`src/rtl/dev_dumper.sv`:
```
// RAM-to-ASCII hex dumper: streams a byte region as "HH HH ...\n" lines ending in EOT (0x04),
// in the same text format the hex loader reads back in.
package pkg_ram;
  localparam int RAM_ADDRW = 8;
  typedef logic [7:0] RAM_BYTE;
endpackage

module dev_dumper #(
  parameter int ADDRW          = pkg_ram::RAM_ADDRW,
  parameter int RD_LAT         = 1,
  parameter int BYTES_PER_LINE = 16
) (
  input  logic              clk,
  input  logic              rst,
  input  logic              start,
  input  logic [ADDRW-1:0]  start_addr,
  input  logic [ADDRW:0]    count,
  output logic              ram_rd,
  output logic [ADDRW-1:0]  ram_addr,
  input  pkg_ram::RAM_BYTE  ram_rdata,
  output logic [7:0]        tx_data,
  output logic              tx_valid,
  input  logic              tx_ready,
  output logic              busy,
  output logic              done
);

  localparam int LW = $clog2(BYTES_PER_LINE + 1);
  localparam int WW = (RD_LAT > 1) ? $clog2(RD_LAT) : 1;
  localparam logic [LW-1:0]    BPL    = LW'(BYTES_PER_LINE);
  localparam logic [WW-1:0]    WLAST  = WW'(RD_LAT - 1);
  localparam logic [ADDRW-1:0] A_ONE  = 1;
  localparam logic [ADDRW:0]   R_ONE  = 1;
  localparam logic [LW-1:0]    L_ONE  = 1;
  localparam logic [WW-1:0]    W_ONE  = 1;

  typedef enum logic [2:0] {
    S_IDLE, S_READ, S_WAIT, S_HI, S_LO, S_SEP, S_EOL, S_EOT
  } state_t;

  state_t           state_q, state_d;
  logic [ADDRW-1:0] addr_q, addr_d;
  logic [ADDRW:0]   remain_q, remain_d;
  logic [LW-1:0]    line_q, line_d;
  logic [WW-1:0]    wait_q, wait_d;
  logic [3:0]       lo_nib_q, lo_nib_d;
  logic [7:0]       txd_q, txd_d;
  logic             txv_q, txv_d;
  logic             busy_q, busy_d;
  logic             done_q, done_d;
  logic             hs;
  logic [LW-1:0]    line_inc;

  function automatic logic [7:0] hex_char(input logic [3:0] nib);
    return (nib < 4'd10) ? (8'h30 + {4'h0, nib}) : (8'h37 + {4'h0, nib});
  endfunction

  always_comb begin
    state_d  = state_q;
    addr_d   = addr_q;
    remain_d = remain_q;
    line_d   = line_q;
    wait_d   = wait_q;
    lo_nib_d = lo_nib_q;
    txd_d    = txd_q;
    txv_d    = txv_q;
    busy_d   = busy_q;
    done_d   = done_q;
    hs       = txv_q && tx_ready;
    line_inc = line_q + L_ONE;
    case (state_q)
      S_IDLE: begin
        if (start) begin
          addr_d   = start_addr;
          remain_d = count;
          line_d   = '0;
          done_d   = 1'b0;
          busy_d   = 1'b1;
          if (count != '0) begin
            state_d = S_READ;
          end else begin
            state_d = S_EOT;
            txv_d   = 1'b1;
            txd_d   = 8'h04;
          end
        end
      end
      S_READ: begin
        wait_d  = '0;
        state_d = S_WAIT;
      end
      S_WAIT: begin
        // Only the low nibble needs keeping; the high one goes straight out as HI.
        if (wait_q == WLAST) begin
          lo_nib_d = ram_rdata[3:0];
          txd_d    = hex_char(ram_rdata[7:4]);
          txv_d    = 1'b1;
          addr_d   = addr_q + A_ONE;
          remain_d = remain_q - R_ONE;
          state_d  = S_HI;
        end else begin
          wait_d = wait_q + W_ONE;
        end
      end
      S_HI: begin
        if (hs) begin
          txd_d   = hex_char(lo_nib_q);
          state_d = S_LO;
        end
      end
      S_LO: begin
        if (hs) begin
          line_d = line_inc;
          if (remain_q == '0 || line_inc == BPL) begin
            txd_d   = 8'h0A;
            state_d = S_EOL;
          end else begin
            txd_d   = 8'h20;
            state_d = S_SEP;
          end
        end
      end
      S_SEP: begin
        if (hs) begin
          txv_d   = 1'b0;
          state_d = S_READ;
        end
      end
      S_EOL: begin
        if (hs) begin
          line_d = '0;
          if (remain_q != '0) begin
            txv_d   = 1'b0;
            state_d = S_READ;
          end else begin
            txd_d   = 8'h04;
            state_d = S_EOT;
          end
        end
      end
      S_EOT: begin
        if (hs) begin
          txv_d   = 1'b0;
          done_d  = 1'b1;
          busy_d  = 1'b0;
          state_d = S_IDLE;
        end
      end
      default: state_d = S_IDLE;
    endcase
  end

  always_ff @(posedge clk or negedge rst) begin
    if (!rst) begin
      state_q  <= S_IDLE;
      addr_q   <= '0;
      remain_q <= '0;
      line_q   <= '0;
      wait_q   <= '0;
      lo_nib_q <= '0;
      txd_q    <= '0;
      txv_q    <= 1'b0;
      busy_q   <= 1'b0;
      done_q   <= 1'b0;
    end else begin
      state_q  <= state_d;
      addr_q   <= addr_d;
      remain_q <= remain_d;
      line_q   <= line_d;
      wait_q   <= wait_d;
      lo_nib_q <= lo_nib_d;
      txd_q    <= txd_d;
      txv_q    <= txv_d;
      busy_q   <= busy_d;
      done_q   <= done_d;
    end
  end

  assign ram_rd   = (state_q == S_READ);
  assign ram_addr = ram_rd ? addr_q : '0;
  assign tx_data  = txd_q;
  assign tx_valid = txv_q;
  assign busy     = busy_q;
  assign done     = done_q;

endmodule

```
`config.mk`:
```
export PLATFORM = sky130hd
export DESIGN_NAME = dev_dumper
export DESIGN_NICKNAME = d
export VERILOG_FILES = /design/src/rtl/dev_dumper.sv
export SDC_FILE = /design/constraint.sdc
export NUM_CORES = 1
export LEC_CHECK = 0
export ABC_AREA = 1
export CAP_MARGIN = 30
export CORE_MARGIN = 4
export CORE_UTILIZATION = 50
export DETAILED_ROUTE_END_ITERATION = 10
export PLACE_DENSITY = 0.76
export SYNTH_ARGS = -nofsm -noshare
export SYNTH_HDL_FRONTEND = slang
export SYNTH_SLANG_ARGS = --single-unit
```
`constraint.sdc`:
```
create_clock -name clk -period 2.4 [get_ports clk]
set_clock_uncertainty 0.15 [all_clocks]
set_input_delay 0.24 -clock clk [delete_from_list [all_inputs] [get_ports clk]]
set_output_delay 0.24 -clock clk [all_outputs]
set_load 0.005 [all_outputs]
```
==> flow_metrics.py <==
metrics = {
    "sta": {
        "fin_crit_period_ns": 2.14,
        "finalHoldViolations": 0,
        "setup_tns_ns": 0,
        "finalCritPeriodShare_pct": 89.2,
        "timing.max_slew.rel_slack_pct": 41.9,
        "whs_ns": 0.332,
        "setup_ws_ns": 0.259,
        "rsz0062_at_grt": "no",
        "report.final.setup_viol": 0,
        "max_slew.worst_pin.slew_ns": 0.872,
        "fmaxAchievable_mhz": 467,
        "final_max_slew_viol_count": 0,
    },
    "synth": {
        "synth.yosys.warnings": 0,
        "synth_seq_cells": 39,
        "avgSynthCellArea_um2": 7.21,
        "postSynthNetCount": 404,
        "synth.lib_cells_used.distinct": 38,
        "portion_of_the_post_synthesis_area_used_by_sequential_elements_pct": 36.7,
        "synth_area_um2": 2660,
        "postSynthCellCount": 369,
    },
    "die": {
        "core_um2": 5140,
        "starting_density_pct": 51.8,
        "floorplan.die.width_um": 81.0,
        "area_of_the_die_um2": 6550,
        "rows": 26,
        "num_io_pins": 49,
        "die_y_um": 81.0,
    },
    "worst_setup_path": {
        "criticalPathCategory": "reg2out",
        "timing.critical_path.slowest_stage_cell": "sky130_fd_sc_hd__clkdlybuf4s50_1",
        "crit_path_cell_trace": "nor3_2 > inv_2 > nor2_1 > clkdlybuf4s50_1",
        "crit_required_ns": 2.01,
        "cp-start-kind": "register",
        "timing.critical_path.buf_inv": 2,
        "stage_delay_of_the_slowest_cell_on_the_critical_path_ns": 0.51,
        "worst-endpoint-arrival_ns": 1.75,
        "end_kind": "output port",
        "path_delay_family": "buffers and inverters",
        "critPathMaxFanout": 8,
    },
    "drt": {
        "viasPerCell": 5.05,
        "first_iter_violations": 142,
        "remaining_drc_errors": 0,
        "wl_per_cell_um": 12.3,
        "routed_wl_mm": 6.04,
        "antenna_nets_post_route": 0,
        "via_count": 2476,
        "drt_first_pass_iters": 4,
    },
    "global_routing": {
        "grt_antenna_before_repair": 0,
        "globalRouteOverflowTotal": 0,
        "grt_max_degree": 40,
        "grt_pass1_wl_mm": 10.6,
        "grt.total_usage_pct": 20.7,
        "vias_in_the_first_global_route": 2425,
    },
    "placed_design": {
        "detailed_place_hpwl_mm": 4.66,
        "pre_cts_ws_ns": 0.421,
        "place_inst": 481,
        "numPortBuffers": 47,
        "placedInstanceArea_um2": 3170,
        "globalplace.congestion": 0.844,
    },
    "clock_network": {
        "worst_setup_hold_path_clk_slew_ns": 0.08,
        "cts.root.buffer_cell": "sky130_fd_sc_hd__clkbuf_8",
        "cts-buffers-inserted": 5,
        "insertion_delay_ns": 0.29,
        "cts_post_setup_buffers_inserted": 0,
        "clock_tree.htree_level_count": 2,
        "tritoncts_clock_tree": "done",
        "cts-root-to-sink-buffers": 2,
        "cts.sinks": 39,
    },
    "layout": {
        "mostFrequentLayoutCell": "sky130_fd_sc_hd__nand2_1",
        "layout.nets": 454,
        "stdcell_count": 490,
        "final_layout_size_suffix_gt1_share_pct": 11.7,
        "mostFrequentLayoutCells": "sky130_fd_sc_hd__nand2_1 (117), sky130_fd_sc_hd__clkdlybuf4s50_1 (46), sky130_fd_sc_hd__inv_1 (41)",
        "antenna_cells": 0,
        "synthToLayoutAreaGrowth_pct": 24.1,
        "final_design_area_no_fill_um2": 3300,
    },
    "power": {
        "power.ir.vdd_worst_uv": 548,
        "power_leakage_uw": 0.00164,
        "power.density_nw_per_um2": 1220,
    },
    "run_status": {
        "result_of_the_run": "completed",
    },
    "worst_hold_path": {
        "worstHoldPathType": "reg2reg",
    },
    "run": {
        "drv_cap": 0,
    },
}
power by group:
group / internal, µW / switching [µW]
Sequential: 955 / 239
Combinational: 921 / 1330
Clock: 336 / 237
Total: 2210 / 1800
worst paths after layout:
kind                                         from                      end  slack (ns)  cells past startpoint
setup / recovery           state_q[1]$_DFFE_PN0P_              ram_addr[2]        0.26                      4
hold / removal             tx_data[1]$_DFFE_PN0P_   tx_data[1]$_DFFE_PN0P_        0.33                      2
setup reg to reg           state_q[1]$_DFFE_PN0P_  remain_q[6]$_DFFE_PN0P_        0.50                      9
hold reg to reg            tx_data[1]$_DFFE_PN0P_   tx_data[1]$_DFFE_PN0P_        0.33                      2
max in group asynchronous                     rst   state_q[0]$_DFFE_PN0P_        1.06                      2
min in group asynchronous                     rst    line_q[2]$_DFFE_PN0P_        0.45                      2
cells by family after synthesis:
| group | share of synthesized area [%] |
|---|---|
| simple gates | 35.8 |
| buf+inv | 9.54 |
| compound gates | 13.0 |
| flops | 36.7 |
| xor+xnor | 1.97 |
| fa+ha+maj | 2.82 |
| other cells | 0.141 |
cells in the mapped netlist, drive strengths merged:
master  number  area, µm²
nand2      127        531
inv         48        185
nor2        43        220
dfrtp       39        976
o21ai       31        163
nand3       27        145
a21oi       10       50.1
buf          7       65.1
ha           6       75.1
o211ai       6       65.1
xor2         6       52.6
nor3         4       25.0
nand4        3       18.8
a211oi       2       15.0
o211a        2       20.0
a31oi        1       12.5
clkbuf       1       3.75
conb         1       3.75
nor3b        1       7.51
o21bai       1       7.51
o22ai        1       6.26
o31ai        1       7.51
or2          1       6.26
flip-flops by register name (all words and copies together), names as in the netlist:
signal	cells
tx_data	7
done	1
state_q	3
remain_q	9
tx_valid	1
busy	1
addr_q	8
line_q	5
lo_nib_q	4
area by class of cell:
| type | instances | area, µm² |
|---|---|---|
| Timing Repair Buffer | 51 | 498 |
| Sequential cell | 39 | 977 |
| Fill cell | 505 | 1840 |
| Inverter | 48 | 185 |
| Multi-Input combinational cell | 274 | 1440 |
| Clock buffer | 6 | 82.6 |
| Tap cell | 70 | 87.6 |
| Clock inverter | 2 | 35.0 |
metrics by stage:
step | util, % | total power (µW)
global placement | 61.6 | 3370
CTS | 64.1 | 4040
floorplan | - | 2790
global route | 64.2 | 4430
finish | 64.2 | 4020
detailed placement | 61.6 | 3450
routing by layer:
metal	vias up	GRT usage (%)	share of wire [%]
met2	49	35.7	51
met5	-	0	0
li1	1274	-	-
met3	10	4.43	3.8
met1	1143	25.6	44
met4	0	7.09	1.7
repair_timing:
item	4_1_cts	5_1_grt
endpoints found under the setup margin	0	8
endpoints found under the hold margin	39	0
hold buffers	1	0
resized for setup	0	3
tightest hold or removal path, delay by kind of cell (launching register included):
family,cells,cell delay (ns)
flops,1,0.35
simple gates,2,0.11
No activity file was read; power rests on OpenSTA's default activity.
